<file path="src/rtl/xs3_digit_accumulator.sv">
// xs3_digit_accumulator: collects Excess-3 digits into an operand and
// adds it, one digit per cycle, into a running Excess-3 accumulator.
//
// Ports:
//   clk, rst_n  clock, synchronous active-low reset
//   in_valid    in_digit/in_last valid
//   in_ready    a digit can be taken this cycle
//   in_digit    Excess-3 digit, LSD first
//   in_last     final digit of the operand
//   clear       synchronous clear of accumulator and flags
//   sum_valid   one-cycle pulse when sum_xs3/overflow are final
//   sum_xs3     accumulator, digit i at [4i+3:4i]
//   overflow    carry out of the top digit of the last addition
//   err         sticky invalid-code flag
module xs3_digit_accumulator #(
  parameter int DIGITS = 4
) (
  input  logic                  clk,
  input  logic                  rst_n,
  input  logic                  in_valid,
  output logic                  in_ready,
  input  logic [3:0]            in_digit,
  input  logic                  in_last,
  input  logic                  clear,
  output logic                  sum_valid,
  output logic [4*DIGITS-1:0]   sum_xs3,
  output logic                  overflow,
  output logic                  err
);

  localparam int CW = $clog2(DIGITS + 1);
  localparam logic [4*DIGITS-1:0] ZERO = {DIGITS{4'h3}};
  localparam logic [CW-1:0] LAST = CW'(DIGITS - 1);

  typedef enum logic [1:0] {
    LOAD,
    ADD,
    DONE
  } state_t;

  state_t state_q;
  state_t state_d;

  logic [4*DIGITS-1:0] acc_q;
  logic [4*DIGITS-1:0] op_q;
  logic [CW-1:0]       cnt_q;
  logic [CW-1:0]       idx_q;
  logic                carry_q;

  logic       fire;
  logic       code_ok;
  logic [3:0] in_code;
  logic [3:0] acc_dig;
  logic [3:0] op_dig;
  logic [4:0] s;
  logic [3:0] res_dig;

  assign in_ready  = (state_q == LOAD);
  assign sum_valid = (state_q == DONE);
  assign sum_xs3   = acc_q;

  // clear discards any digit offered in the same cycle
  assign fire    = in_valid & in_ready & ~clear;
  assign code_ok = (in_digit >= 4'h3) && (in_digit <= 4'hC);
  assign in_code = code_ok ? in_digit : 4'h3;

  always_comb begin
    acc_dig = 4'h3;
    op_dig  = 4'h3;
    for (int i = 0; i < DIGITS; i++) begin
      if (idx_q == CW'(i)) begin
        acc_dig = acc_q[4*i +: 4];
        op_dig  = op_q[4*i +: 4];
      end
    end
  end

  // XS3 add: a raw sum carries a +6 bias; carry out means
  // the decimal digit wrapped, so correct by +3, else by -3
  assign s = {1'b0, acc_dig} + {1'b0, op_dig} + {4'b0, carry_q};
  assign res_dig = s[4] ? (s[3:0] + 4'd3) : (s[3:0] - 4'd3);

  always_ff @(posedge clk) begin
    if (!rst_n) begin
      state_q <= LOAD;
    end else begin
      state_q <= state_d;
    end
  end

  always_comb begin
    state_d = state_q;
    if (clear) begin
      state_d = LOAD;
    end else begin
      unique case (1'b1)
        (state_q == LOAD): begin
          if (fire && (in_last || cnt_q == LAST)) begin
            state_d = ADD;
          end
        end
        (state_q == ADD): begin
          if (idx_q == LAST) begin
            state_d = DONE;
          end
        end
        (state_q == DONE): begin
          state_d = LOAD;
        end
        default: begin
          state_d = LOAD;
        end
      endcase
    end
  end

  always_ff @(posedge clk) begin
    if (!rst_n || clear) begin
      acc_q    <= ZERO;
      op_q     <= ZERO;
      cnt_q    <= '0;
      idx_q    <= '0;
      carry_q  <= 1'b0;
      overflow <= 1'b0;
      err      <= 1'b0;
    end else begin
      unique case (1'b1)
        (state_q == LOAD): begin
          if (fire) begin
            for (int i = 0; i < DIGITS; i++) begin
              if (cnt_q == CW'(i)) begin
                op_q[4*i +: 4] <= in_code;
              end
            end
            cnt_q   <= cnt_q + 1'b1;
            idx_q   <= '0;
            carry_q <= 1'b0;
            if (!code_ok) begin
              err <= 1'b1;
            end
          end
        end
        (state_q == ADD): begin
          for (int i = 0; i < DIGITS; i++) begin
            if (idx_q == CW'(i)) begin
              acc_q[4*i +: 4] <= res_dig;
            end
          end
          carry_q <= s[4];
          idx_q   <= idx_q + 1'b1;
          if (idx_q == LAST) begin
            overflow <= s[4];
          end
        end
        (state_q == DONE): begin
          op_q  <= ZERO;
          cnt_q <= '0;
        end
        default: begin
          op_q  <= ZERO;
          cnt_q <= '0;
        end
      endcase
    end
  end

endmodule
</file>
<file path="config.mk">
export PLATFORM = sky130hd
export DESIGN_NAME = xs3_digit_accumulator
export DESIGN_NICKNAME = d
export VERILOG_FILES = /design/src/rtl/xs3_digit_accumulator.sv
export SDC_FILE = /design/constraint.sdc
export NUM_CORES = 1
export LEC_CHECK = 0
export ABC_AREA = 1
export CAP_MARGIN = 40
export CELL_PAD_IN_SITES_DETAIL_PLACEMENT = 1
export CELL_PAD_IN_SITES_GLOBAL_PLACEMENT = 2
export CORE_MARGIN = 8
export CORE_UTILIZATION = 33
export DETAILED_ROUTE_END_ITERATION = 6
export GPL_TIMING_DRIVEN = 0
export PLACE_DENSITY = 0.85
export SLEW_MARGIN = 25
export SYNTH_ARGS = -nofsm -noshare
export SYNTH_HDL_FRONTEND = slang
export SYNTH_SLANG_ARGS = --single-unit
</file>
<file path="constraint.sdc">
create_clock -name clk -period 5.45 [get_ports clk]
set_clock_uncertainty 0.15 [all_clocks]
set_input_delay 0.8175 -clock clk [delete_from_list [all_inputs] [get_ports clk]]
set_output_delay 0.8175 -clock clk [all_outputs]
set_load 0.01 [all_outputs]
</file>
==> impl_metrics.ini <==
[status]
status = finished clean

[placed_design]
io_buffers = 28
place_area_mm2 = 0.00280
dp.cells = 471
gp_congestion = 0.774
dp_slack_ns = 1.25
post-dp-hpwl_um = 5590

[timing]
fin_ws_ns = 1.21
tightest_slew_ns = 0.658
timing.fmax_ghz = 0.236
holdWs_ns = 0.334
relSlewSlack_pct = 55.8
grt_setup_unrepaired = false
slew_viol_final = 0
setup_tns_ns = 0
hold_violations = 0
setup-violations-final = 0
period_share_pct = 77.8
period_needed_ns = 4.24

[clock_tree]
postCtsSetupBuffers = 0
cts_buffer_depth = 2
cts-root-buf = clkbuf_8
hold_buffers = 0
post_cts_resized = 0
htreeDepth = 2
clk_pin_slew_ns = 0.09
clock-sinks = 43
insertion_delay_ns = 0.31
cts_tree = done
cts_inserted_buffers = 5

[global_route]
grt_pass1_vias = 2407
grtUsageTotal_pct = 14.8
grt_overflow = 0
antenna_found_initial = 0
grt_pass1_wl_um = 11800
grt_max_degree = 15

[synthesis]
yosysMostFrequentCell = nand2_1
synth_flop_cell = dfxtp_1
synth_common_cells = 89 x nand2_1, 53 x inv_1, 43 x dfxtp_1, 37 x nor2_1, 22 x nand3_1
yosys-top-cells-area = dfxtp_1 36%, nand2_1 14%, inv_1 8.3%, ha_1 7.8%, nor2_1 5.8%
ys_seq_elements = 43
synth_top_area_share_pct = 35.9
netlist_area_mm2 = 0.00240
seq_area_frac_synth_pct = 35.9
syn-num-nets = 370
yosys_warnings = 0
yosysTopAreaCell = dfxtp_1
synthArstFlopShare_pct = 0
ys_types = 31
synth_edf_count = 0
syn_avg_cell_area_um2 = 6.97
synthCells = 344

[cells_and_area]
fin_nets = 405
fin_area_mm2 = 0.00291
drive_gt1_share_pct = 7.37
antennaDiodeCount = 0
fin_cells = 479
syn2layout_area_growth_pct = 21.6
n_fill_cell = 955

[die]
rows = 31
num_io_pins = 29
initial_utilization_pct = 33.6
coreArea_mm2 = 0.00714
die_w_um = 101
dieHeight_um = 101
die_area_mm2 = 0.0102

[critical_path]
cp_max_fo = 10
startpoint_type = flip-flop
cp_data_required_time_ns = 5.52
end_kind = flip-flop
path_class = flip-flop to flip-flop
critical_path_arrival_ns = 4.31

[power_and_ir_drop]
vdd_drop_max_v = 0.0000838
p_sw_share_pct = 26.2
leakage_nw = 1.43
powerDensity_mw_per_mm2 = 222
comb_power_share_pct = 10.4
intPower_mw = 0.476
power_frac_clock_pct = 40.2
pwr-share-seq_pct = 49.4
switching_power_mw = 0.169

[detailed_routing]
drcViolationCount = 0
wire_per_inst_um = 14.7
dr.pass1.iters = 4
drt-initial-drc-count = 116
routed_wirelength_um = 7040
drtAntennaViolNets = 0
vias_per_cell = 4.70
num_vias = 2250

[job]
maxCapViolations = 0

[worst_hold_path]
hold_class = flip-flop to flip-flop
-- state kept, by name, summed over array words and instances (netlist names) --
name and cells:
overflow 1, op_q 16, state_q 2, err 1, cnt_q 3, carry_q 1, idx_q 3, sum_xs3 16
-- layer usage --
metal / up-vias / global-route usage [%] / wire [um]
met3: 11 / 2.96 / 293
met2: 33 / 24.4 / 3250
met1: 1051 / 19.0 / 3380
met4: 0 / 4.47 / 113
li1: 1155 / - / -
met5: - / 0 / 0
-- cells in the final DEF (no fill, tap or decap), types with 2 or more instances in the layout --
master / n
inv_2: 4
clkbuf_1: 3
clkbuf_8: 5
nor2_1: 37
nor2_2: 2
nor3_1: 2
clkdlybuf4s50_1: 28
o21ai_0: 19
a21oi_1: 14
o22ai_1: 5
nand2_4: 4
or2_2: 2
a221oi_1: 2
o211ai_1: 10
nand2_1: 89
dfxtp_1: 43
fa_1: 2
nand3_1: 22
inv_1: 53
ha_1: 15
o21ai_1: 4
-- worst max-delay path, stage by stage, from the launching register on --
cell	delay, ns
dfxtp_1	0.36
ha_1	0.21
ha_1	0.31
inv_1	0.17
clkbuf_1	0.43
o22ai_1	0.17
fa_1	0.48
fa_1	0.43
inv_1	0.07
nand2_1	0.04
nand2_1	0.14
nand2_1	0.13
ha_1	0.36
nand2_1	0.07
nand3b_1	0.19
nand3_1	0.22
nand3_1	0.12
nand2_1	0.07
inv_1	0.04
-- final cells by class --
type	count	area (um2)	share of cell area, %
inverters	59	229	7.86
flip-flops and latches	43	861	29.6
multi-input cells	237	1280	44.0
repair buffers	28	280	9.62
clock buffers	5	68.8	2.36
clock inverters	3	43.8	1.50
plain buffers	5	23.8	0.816
well taps	99	124	4.25
-- cell families (layout without fill, tap and decap cells) --
kind of cell,after synthesis,after routing,share of synthesized area [%]
AND/OR/NAND/NOR,163,163,29.7
flip-flops,43,43,35.9
AO/OA/AOI/OAI,55,55,13.6
buffers and inverters,64,100,10.5
XOR/XNOR,2,2,0.731
adder cells (fa/ha/maj),17,17,9.50
-- power groups by stage --
stage	clock network, mW	logic (mW)	registers [mW]
after floorplan	0	0.0438	0.326
after global placement	0	0.0669	0.326
after detailed placement	0	0.0674	0.326
after CTS	0.265	0.0677	0.319
after global routing	0.280	0.0763	0.319
final	0.259	0.0673	0.319
-- through the flow --
step                      utilization [%]  power [mW]
after floorplan                         -       0.370
after global placement               39.2       0.393
after detailed placement             39.2       0.393
after CTS                            40.8       0.652
after global routing                 40.8       0.676
final                                40.8       0.645
-- path summary, 6_finish.rpt --
check            from  cells after the start          to  slack [ns]
min           op_q[1]                      2     op_q[1]        0.33
max reg2reg  idx_q[0]                     18  sum_xs3[3]        1.21
max          idx_q[0]                     18  sum_xs3[3]        1.21
min reg2reg   op_q[1]                      2     op_q[1]        0.33
Note: power is estimated with default switching activity, not from simulation.
